$ cat src/rtl/rv32i_wb_io_port.sv
// rv32i_wb_io_port: buffered writeback output port.
// FIFO-queued words driven onto IO pins, passthrough or serialised.
module rv32i_wb_io_port #(
  parameter int DATA_W = 32,
  parameter int IO_W   = 16,
  parameter int DEPTH  = 4,
  parameter int HOLD   = 1
) (
  input  logic              clk,
  input  logic              RN,
  input  logic              wb_valid,
  output logic              wb_ready,
  input  logic [DATA_W-1:0] wb_data,
  input  logic              mode,
  input  logic              oe_en,
  input  logic              clr_ovf,
  output logic [IO_W-1:0]   WB_OUT,
  output logic [IO_W-1:0]   io_oeb,
  output logic              beat_strb,
  output logic              frame,
  output logic              overflow,
  output logic              busy
);

  localparam int BEATS = DATA_W / IO_W;
  localparam int AW = $clog2(DEPTH);
  localparam int BW = (BEATS > 1) ? $clog2(BEATS) : 1;
  localparam int HW = (HOLD > 1) ? $clog2(HOLD) : 1;
  localparam logic [AW:0]   DEPTH_C   = (AW+1)'(DEPTH);
  localparam logic [BW-1:0] BEAT_LAST = BW'(BEATS-1);
  localparam logic [HW-1:0] HOLD_LAST = HW'(HOLD-1);

  typedef enum logic {IDLE, SHIFT} state_t;

  logic [DATA_W-1:0] mem [DEPTH];
  logic [AW-1:0]     wr_ptr;
  logic [AW-1:0]     rd_ptr;
  logic [AW:0]       count;
  logic              full;
  logic              empty;
  logic              push;
  logic              pop;
  logic [DATA_W-1:0] head;

  state_t            state, state_n;
  logic [BW-1:0]     beat_idx, beat_n;
  logic [HW-1:0]     hold_cnt, hold_n;
  logic [DATA_W-1:0] sh, sh_n;
  logic              mode_q, mode_n;
  logic [IO_W-1:0]   out_n;
  logic              strb_n;
  logic              frame_n;
  logic              load;
  logic [BW-1:0]     last_beat;

  assign full     = (count == DEPTH_C);
  assign empty    = (count == '0);
  assign push     = wb_valid & ~full;
  assign head     = mem[rd_ptr];
  assign wb_ready = ~full;
  assign busy     = (state != IDLE) | ~empty;
  assign last_beat = mode_q ? BEAT_LAST : '0;

  // FIFO storage; contents need no reset, count guards validity
  always_ff @(posedge clk) begin
    if (push) mem[wr_ptr] <= wb_data;
  end

  // FIFO pointers and occupancy
  always_ff @(posedge clk or posedge RN) begin
    if (RN) begin
      wr_ptr <= '0;
      rd_ptr <= '0;
      count  <= '0;
    end else begin
      if (push) wr_ptr <= wr_ptr + 1'b1;
      if (pop)  rd_ptr <= rd_ptr + 1'b1;
      unique case ({push, pop})
        2'b10:   count <= count + 1'b1;
        2'b01:   count <= count - 1'b1;
        default: count <= count;
      endcase
    end
  end

  // Serialiser next-state: beat advance, word load, idle return
  always_comb begin
    state_n = state;
    beat_n  = beat_idx;
    hold_n  = hold_cnt;
    sh_n    = sh;
    mode_n  = mode_q;
    out_n   = WB_OUT;
    strb_n  = 1'b0;
    frame_n = 1'b0;
    load    = 1'b0;
    pop     = 1'b0;
    unique case (state)
      IDLE: begin
        if (!empty) load = 1'b1;
      end
      SHIFT: begin
        if (hold_cnt == HOLD_LAST) begin
          if (beat_idx < last_beat) begin
            beat_n = beat_idx + 1'b1;
            hold_n = '0;
            out_n  = sh[IO_W-1:0];
            sh_n   = sh >> IO_W;
            strb_n = 1'b1;
          end else if (!empty) begin
            load = 1'b1;
          end else begin
            state_n = IDLE;
          end
        end else begin
          hold_n = hold_cnt + 1'b1;
        end
      end
    endcase
    if (load) begin
      pop     = 1'b1;
      state_n = SHIFT;
      mode_n  = mode;
      beat_n  = '0;
      hold_n  = '0;
      out_n   = head[IO_W-1:0];
      sh_n    = head >> IO_W;
      strb_n  = 1'b1;
      frame_n = 1'b1;
    end
  end

  // State register and registered pin outputs
  always_ff @(posedge clk or posedge RN) begin
    if (RN) begin
      state     <= IDLE;
      beat_idx  <= '0;
      hold_cnt  <= '0;
      sh        <= '0;
      mode_q    <= 1'b0;
      WB_OUT    <= '0;
      beat_strb <= 1'b0;
      frame     <= 1'b0;
    end else begin
      state     <= state_n;
      beat_idx  <= beat_n;
      hold_cnt  <= hold_n;
      sh        <= sh_n;
      mode_q    <= mode_n;
      WB_OUT    <= out_n;
      beat_strb <= strb_n;
      frame     <= frame_n;
    end
  end

  // Sticky overflow; a new drop beats a simultaneous clear
  always_ff @(posedge clk or posedge RN) begin
    if (RN)                   overflow <= 1'b0;
    else if (wb_valid & full) overflow <= 1'b1;
    else if (clr_ovf)         overflow <= 1'b0;
  end

  // Pin drive enable, independent of the serialiser
  always_ff @(posedge clk or posedge RN) begin
    if (RN) io_oeb <= '1;
    else    io_oeb <= {IO_W{~oe_en}};
  end

endmodule

$ cat config.mk
export PLATFORM = sky130hd
export DESIGN_NAME = rv32i_wb_io_port
export DESIGN_NICKNAME = d
export VERILOG_FILES = /design/src/rtl/rv32i_wb_io_port.sv
export SDC_FILE = /design/constraint.sdc
export NUM_CORES = 1
export LEC_CHECK = 0
export CORE_UTILIZATION = 38
export DETAILED_ROUTE_END_ITERATION = 10
export PLACE_DENSITY = 0.7
export SLEW_MARGIN = 5
export SYNTH_ARGS = -nofsm -noshare
export SYNTH_HDL_FRONTEND = slang
export SYNTH_SLANG_ARGS = --single-unit
export TNS_END_PERCENT = 100
$ cat constraint.sdc
create_clock -name clk -period 2.4 [get_ports clk]
set_input_delay 0.24 -clock clk [delete_from_list [all_inputs] [get_ports clk]]
set_output_delay 0.24 -clock clk [all_outputs]
set_load 0.05 [all_outputs]
# ---- Word-level counts from Yosys, hierarchy flattened
# Memories as Yosys holds them, arrays and structs flattened.
# Index checks and enable logic that the tools add are counted.
dict set report word_totals {
  regBits 63
  ramBits 128
  output_inout_bits 37
  wordCells 72
  mem_count 1
}
# memory words width rd rd_ports_with_merged_regs wr line_no
set memory_table {}
lappend memory_table {mem 4 32 1 0 1 35} ;# logic [DATA_W-1:0] mem [DEPTH];
dict set report op_classes {
  n_addsub 6
  order_cmp 1
  eq_ne 4
  n_mux 34
  n_bitwise 7
  n_reduce_logical 6
}
# operator n
set op_table {}
lappend op_table {{$mux W32} 4}
lappend op_table {{$mux W16} 4}
lappend op_table {{$mux W1} 24}
lappend op_table {{$reduce_bool A2 Y1} 4}
lappend op_table {{$pmux W3 S2} 1}
lappend op_table {{$add A2 B1 Y2 const B} 2}
lappend op_table {{$not A1 Y1} 4}
lappend op_table {{$add A3 B1 Y3 const B} 1}
lappend op_table {{$eq A3 B3 Y1 const B} 1}
lappend op_table {{$logic_not A3 Y1} 1}
lappend op_table {{$reduce_and A3 Y1} 1}
lappend op_table {{$sub A3 B1 Y3 const B} 1}
lappend op_table {{$add A1 B1 Y1 const B} 2}
lappend op_table {{$and A1 B1 Y1} 2}
lappend op_table {{$eq A2 B1 Y1 const B} 1}
lappend op_table {{$eq A2 B2 Y1 const B} 1}
lappend op_table {{$ne A2 B1 Y1 const B} 1}
lappend op_table {{$pmux W1 S2} 1}
lappend op_table {{$lt A1 B1 Y1} 1}
lappend op_table {{$or A1 B1 Y1} 1}

# ---- Depth between registers and ports, before layout
dict set report depth {
  ltp_word 8
  depth_mapped 11
  depth_no_buf 9
}

# ---- Least setup slack after synthesis
# OpenSTA, ideal clock, no wires.
dict set report synth_timing {
  kind {reg2reg}
  from {reg count[0]}
  to {reg count[2]}
  setup_ns 0.125
  t_arrival_ns 2.051
  required_ns 2.275
  slack_ns 0.224
  stages_incl_launch_ff 12
  synth_period_minus_slack_ns 2.176
  path_cell_list {dfrtp_1 or3_1 buf_6 and2_4 buf_6 buf_6 ha_1 inv_1 fa_1 xor2_1 nor2_1 xor2_1}
}
dict set report synth_between {
  elab_chain_cells 8
}
# element line_no
set synth_rtl {}
lappend synth_rtl {{start: declaration} 38} ;# logic [AW:0] count;
lappend synth_rtl {{start signal: assignment} 79} ;# 2'b10: count <= count + 1'b1;
lappend synth_rtl {{start signal: assignment} 80} ;# 2'b01: count <= count - 1'b1;
lappend synth_rtl {{start signal: assignment} 81} ;# default: count <= count;
lappend synth_rtl {{$logic_not A3 Y1 *} 57} ;# assign empty = (count == '0);
lappend synth_rtl {{$mux W1 *} {100, 110}}
lappend synth_rtl {{$mux W1} 104} ;# if (beat_idx < last_beat) begin
lappend synth_rtl {{$mux W1} 103} ;# if (hold_cnt == HOLD_LAST) begin
lappend synth_rtl {{$pmux W1 S2 *} 98} ;# unique case (state)
lappend synth_rtl {{$mux W1 *} n/a}
lappend synth_rtl {{net frame_n} 52} ;# logic frame_n;
lappend synth_rtl {{$eq A2 B1 Y1 or $eq A2 B2 Y1 (tied branches)} 78} ;# unique case ({push, pop})
lappend synth_rtl {{$pmux W3 S2 or $reduce_bool A2 Y1 (tied branches)} n/a}
# Mark *: on every way through the listed nets, which the timed path passes. The rest lies on a longest branch.
# A chain may end at the register's enable or synchronous reset.

# ---- Worst setup path after layout
dict set report layout_timing {
  from {reg count[0]}
  to {out wb_ready}
}
dict set report layout_between {
  elab_chain_cells 2
}
# element line_no
set layout_rtl {}
lappend layout_rtl {{$eq A3 B3 Y1} 56} ;# assign full = (count == DEPTH_C);
lappend layout_rtl {{$not A1 Y1} 60} ;# assign wb_ready = ~full;
lappend layout_rtl {{end: declaration} 12} ;# output logic wb_ready,
# Every way passes these cells.

==> impl_results.html <==
<table>
<tr><th>Metric</th><th>Value</th></tr>
<tr><th colspan="2">Outcome</th></tr>
<tr><td>Status</td><td>complete, no violations</td></tr>
<tr><th colspan="2">Global routing</th></tr>
<tr><td>Number of antenna violations at the first check in global routing</td><td>0</td></tr>
<tr><td>Global-route congestion overflow total</td><td>0</td></tr>
<tr><td>Tot GR Track Use</td><td>15.4%</td></tr>
<tr><td>Number of global-route vias before repair</td><td>3589</td></tr>
<tr><td>Wire length of the first global-routing pass</td><td>19.9 mm</td></tr>
<tr><td>Pin count of the biggest net entering global routing</td><td>47</td></tr>
<tr><th colspan="2">Logic synthesis</th></tr>
<tr><td>Number of flip-flops and latches in the synthesized netlist</td><td>174</td></tr>
<tr><td>Share of the synthesized area in the top cell type</td><td>a little under three fifths</td></tr>
<tr><td>Main area contributors after synthesis</td><td>edfxtp_1 58%, dfrtp_1 17%, mux4_2 11%</td></tr>
<tr><td>Sequential fraction of the synthesis area</td><td>74.8%</td></tr>
<tr><td>Synthesized area divided by synthesized cell count</td><td>18.3 sq um</td></tr>
<tr><td>Number of synthesis warnings</td><td>0</td></tr>
<tr><td>Mapped Cells</td><td>~370</td></tr>
<tr><td>Most instantiated flip-flop cell in the synthesis netlist</td><td>edfxtp_1</td></tr>
<tr><td>Syn_nets</td><td>410</td></tr>
<tr><td>Async set or reset register ratio after synthesis</td><td>26.4%</td></tr>
<tr><td>Summed instance area of the synthesized netlist</td><td>roughly 0.0067 sq mm</td></tr>
<tr><td>Dominant cell type by area after synthesis</td><td>edfxtp_1</td></tr>
<tr><td>Number of library cell types mapped by synthesis</td><td>30</td></tr>
<tr><td>Number of flops mapped to enable cells by yosys</td><td>128</td></tr>
<tr><th colspan="2">Critical path</th></tr>
<tr><td>Critical-path maximum fanout</td><td>5</td></tr>
<tr><td>Worst r2r dst</td><td>count[2]$_DFFE_PP0P_</td></tr>
<tr><td>Critical Path Start Type</td><td>flop</td></tr>
<tr><td>Critical path required time</td><td>between 2000 and 2500 ps</td></tr>
<tr><td>Worst endpoint data arrival time</td><td>1990 ps</td></tr>
<tr><td>Register-to-register setup slack</td><td>around 320 ps</td></tr>
<tr><td>Depth of the worst register-to-register path</td><td>8</td></tr>
<tr><td>FF-to-FF Start</td><td>count[0]$_DFFE_PP0P_</td></tr>
<tr><td>Endpoint type of the worst setup path</td><td>output pin</td></tr>
<tr><td>Worst setup path class</td><td>reg2out</td></tr>
<tr><th colspan="2">Timing</th></tr>
<tr><td>Final number of max-transition violations</td><td>0</td></tr>
<tr><td>Setup clock skew after layout</td><td>8.61 ps</td></tr>
<tr><td>Final setup vio count</td><td>0</td></tr>
<tr><td>Hold violation count in the final report</td><td>0</td></tr>
<tr><td>Max Clock Freq</td><td>449 MHz</td></tr>
<tr><td>Worst hold margin</td><td>between 200 and 300 ps</td></tr>
<tr><td>Relative max-transition margin</td><td>about three fifths</td></tr>
<tr><td>Setup_tns</td><td>0 ps</td></tr>
<tr><td>Share of the cycle needed by the critical path after routing</td><td>92.7%</td></tr>
<tr><td>Min cycle time layout</td><td>2230 ps</td></tr>
<tr><td>Pin slew with the least headroom to its limit</td><td>about 600 ps</td></tr>
<tr><td>Setup repair after global routing missed its margin</td><td>false</td></tr>
<tr><th colspan="2">CTS</th></tr>
<tr><td>CTS clk-pin slew, worst paths</td><td>60 ps</td></tr>
<tr><td>Clock root cell</td><td>clkbuf_16</td></tr>
<tr><td>Setup repair bufs after CTS</td><td>0</td></tr>
<tr><td>Cts-stage hold buffer count</td><td>0</td></tr>
<tr><td>Number of resized instances in the post-cts repair step</td><td>0</td></tr>
<tr><td>Longest Clk Path Bufs</td><td>2</td></tr>
<tr><td>Clock tree from TritonCTS</td><td>done</td></tr>
<tr><td>CTS buffer count</td><td>17</td></tr>
<tr><td>Level count of the clock H-tree</td><td>4</td></tr>
<tr><td>CTS sink cnt</td><td>174</td></tr>
<tr><td>Worst-skew pair later-pin latency</td><td>420 ps</td></tr>
<tr><th colspan="2">Die</th></tr>
<tr><td>Standard-cell rows</td><td>48</td></tr>
<tr><td>Die height</td><td>135 microns</td></tr>
<tr><td>Die Span X</td><td>135 microns</td></tr>
<tr><td>Core area</td><td>between 0.015 and 0.02 sq mm</td></tr>
<tr><td>Starting density of the core</td><td>38.8%</td></tr>
<tr><td>Area of the die</td><td>0.0181 sq mm</td></tr>
<tr><td>IO Count</td><td>75</td></tr>
<tr><th colspan="2">Finish</th></tr>
<tr><td>Commonest cells after routing, fill and taps aside</td><td>128 x edfxtp_1, 73 x clkdlybuf4s50_1, 44 x dfrtp_1</td></tr>
<tr><td>Sequential Area</td><td>0.00500 sq mm</td></tr>
<tr><td>Fraction of layout instances using a drive strength above 1</td><td>around 18%</td></tr>
<tr><td>Area of the multi-input gates</td><td>roughly 0.0014 sq mm</td></tr>
<tr><td>Number of antenna cells inserted</td><td>0</td></tr>
<tr><td>Number of nets in the layout</td><td>484</td></tr>
<tr><td>P&amp;R area growth vs syn</td><td>23.0%</td></tr>
<tr><td>Fill cell total of the finished layout</td><td>1420</td></tr>
<tr><td>Most common cell after layout, fill and taps aside</td><td>edfxtp_1</td></tr>
<tr><th colspan="2">Power</th></tr>
<tr><td>Leakage dissipation</td><td>approximately 3.0 nW</td></tr>
<tr><td>Worst VDD drop</td><td>roughly 700 uV</td></tr>
<tr><td>Power per cell area</td><td>1340 mW/mm^2</td></tr>
<tr><th colspan="2">Route</th></tr>
<tr><td>Final wirelength</td><td>12.6 mm</td></tr>
<tr><td>Number of vias per cell after detailed routing</td><td>approximately 5</td></tr>
<tr><td>Drt drc</td><td>0</td></tr>
<tr><td>Remaining antenna violation count after routing</td><td>0</td></tr>
<tr><td>Overall via count from detail_route</td><td>3422</td></tr>
<tr><td>First-iteration detailed-routing DRC count</td><td>244</td></tr>
<tr><td>First-pass DRT Iterations</td><td>4</td></tr>
<tr><td>Routed WL per cell</td><td>between 15 and 20 microns</td></tr>
<tr><th colspan="2">Worst hold path</th></tr>
<tr><td>Hold Crit Class</td><td>in2async</td></tr>
<tr><th colspan="2">Placement</th></tr>
<tr><td>Number of buffer cells added on primary ports</td><td>74</td></tr>
<tr><td>Global placement routability congestion</td><td>0.687</td></tr>
<tr><td>Detailed placer's ending HPWL</td><td>7.68 mm</td></tr>
<tr><th colspan="2">Flow run</th></tr>
<tr><td>Max-capacitance violation count</td><td>0</td></tr>
</table>
worst max-delay path, stage by stage, from the launching register on:
cell and delay (ps):
dfrtp_1 440, nor3b_1 360, inv_1 70, clkdlybuf4s50_1 700
state kept, by name, indices dropped and copies added, names as in the netlist, 2 cells and up:
name,cells
wr_ptr,2
sh,16
count,3
mem,128
WB_OUT,16
rd_ptr,2
cells by family (layout without fill, tap and decap cells):
family	count (synthesis)	count (layout)	synth area share (%)
DFF	174	174	74.8
and+or+nand+nor	66	66	4.31
buffers and inverters	46	133	4.03
AOI/OAI and AO/OA	34	34	3.75
muxes	34	34	11.1
adders and majority gates	6	6	1.24
xor gates and xnor gates	6	6	0.787
metrics by stage:
| stage | cell area (sq um) | std cells | worst slack [ps] | total power, W | utilization (%) |
|---|---|---|---|---|---|
| after global routing | 8220 | 678 | 52.0 | 0.0116 | 47.7 |
| after global placement | 7640 | 646 | 393 | 0.00835 | 44.3 |
| after floorplan | 6680 | 366 | 224 | 0.00729 | - |
| after CTS | 8220 | 678 | 140 | 0.0112 | 47.7 |
| final | 8220 | 678 | 174 | 0.0110 | 47.7 |
| after detailed placement | 7640 | 646 | 318 | 0.00849 | 44.3 |
power by group:
group | internal [W] | switching, W | leakage, nW
registers | 0.00412 | 0.000335 | 1.72
logic | 0.00162 | 0.00229 | 0.947
clock network | 0.00162 | 0.00106 | 0.283
layout make-up:
class | count | area share [%]
Sequential cell | 174 | 60.8
Multi-Input combinational cell | 146 | 17.2
Timing Repair Buffer | 88 | 10.9
Clock buffer | 19 | 5.27
Tap cell | 225 | 3.43
Clock inverter | 13 | 1.78
Inverter | 13 | 0.594
cells in the mapped netlist, types with 5 or more instances:
cell and count:
ha_1 5, dfrtp_1 45, inv_1 13, edfxtp_1 128, mux4_2 32, nand2_1 35
and2_1 5, a22o_1 16, buf_4 18, buf_2 5, clkbuf_1 7, a31oi_1 16
nor2_1 18
layer usage:
layer / global-route usage (%) / vias to the layer above / part of all wire (%)
met5: 0 / - / 0
met4: 4.31 / 0 / 1.0
met3: 4.28 / 14 / 4.4
met2: 26.8 / 103 / 53
met1: 18.7 / 1782 / 41
li1: - / 1523 / -
how the worst max path moves through the flow:
stage / end / start
after floorplan: count[2]$_DFFE_PP0P_ / count[0]$_DFFE_PP0P_
after global placement: count[2]$_DFFE_PP0P_ / count[0]$_DFFE_PP0P_
after detailed placement: count[2]$_DFFE_PP0P_ / count[0]$_DFFE_PP0P_
after CTS: wb_ready / count[0]$_DFFE_PP0P_
after global routing: wb_ready / count[0]$_DFFE_PP0P_
final: wb_ready / count[0]$_DFFE_PP0P_
Note: power is estimated with default switching activity, not from simulation.
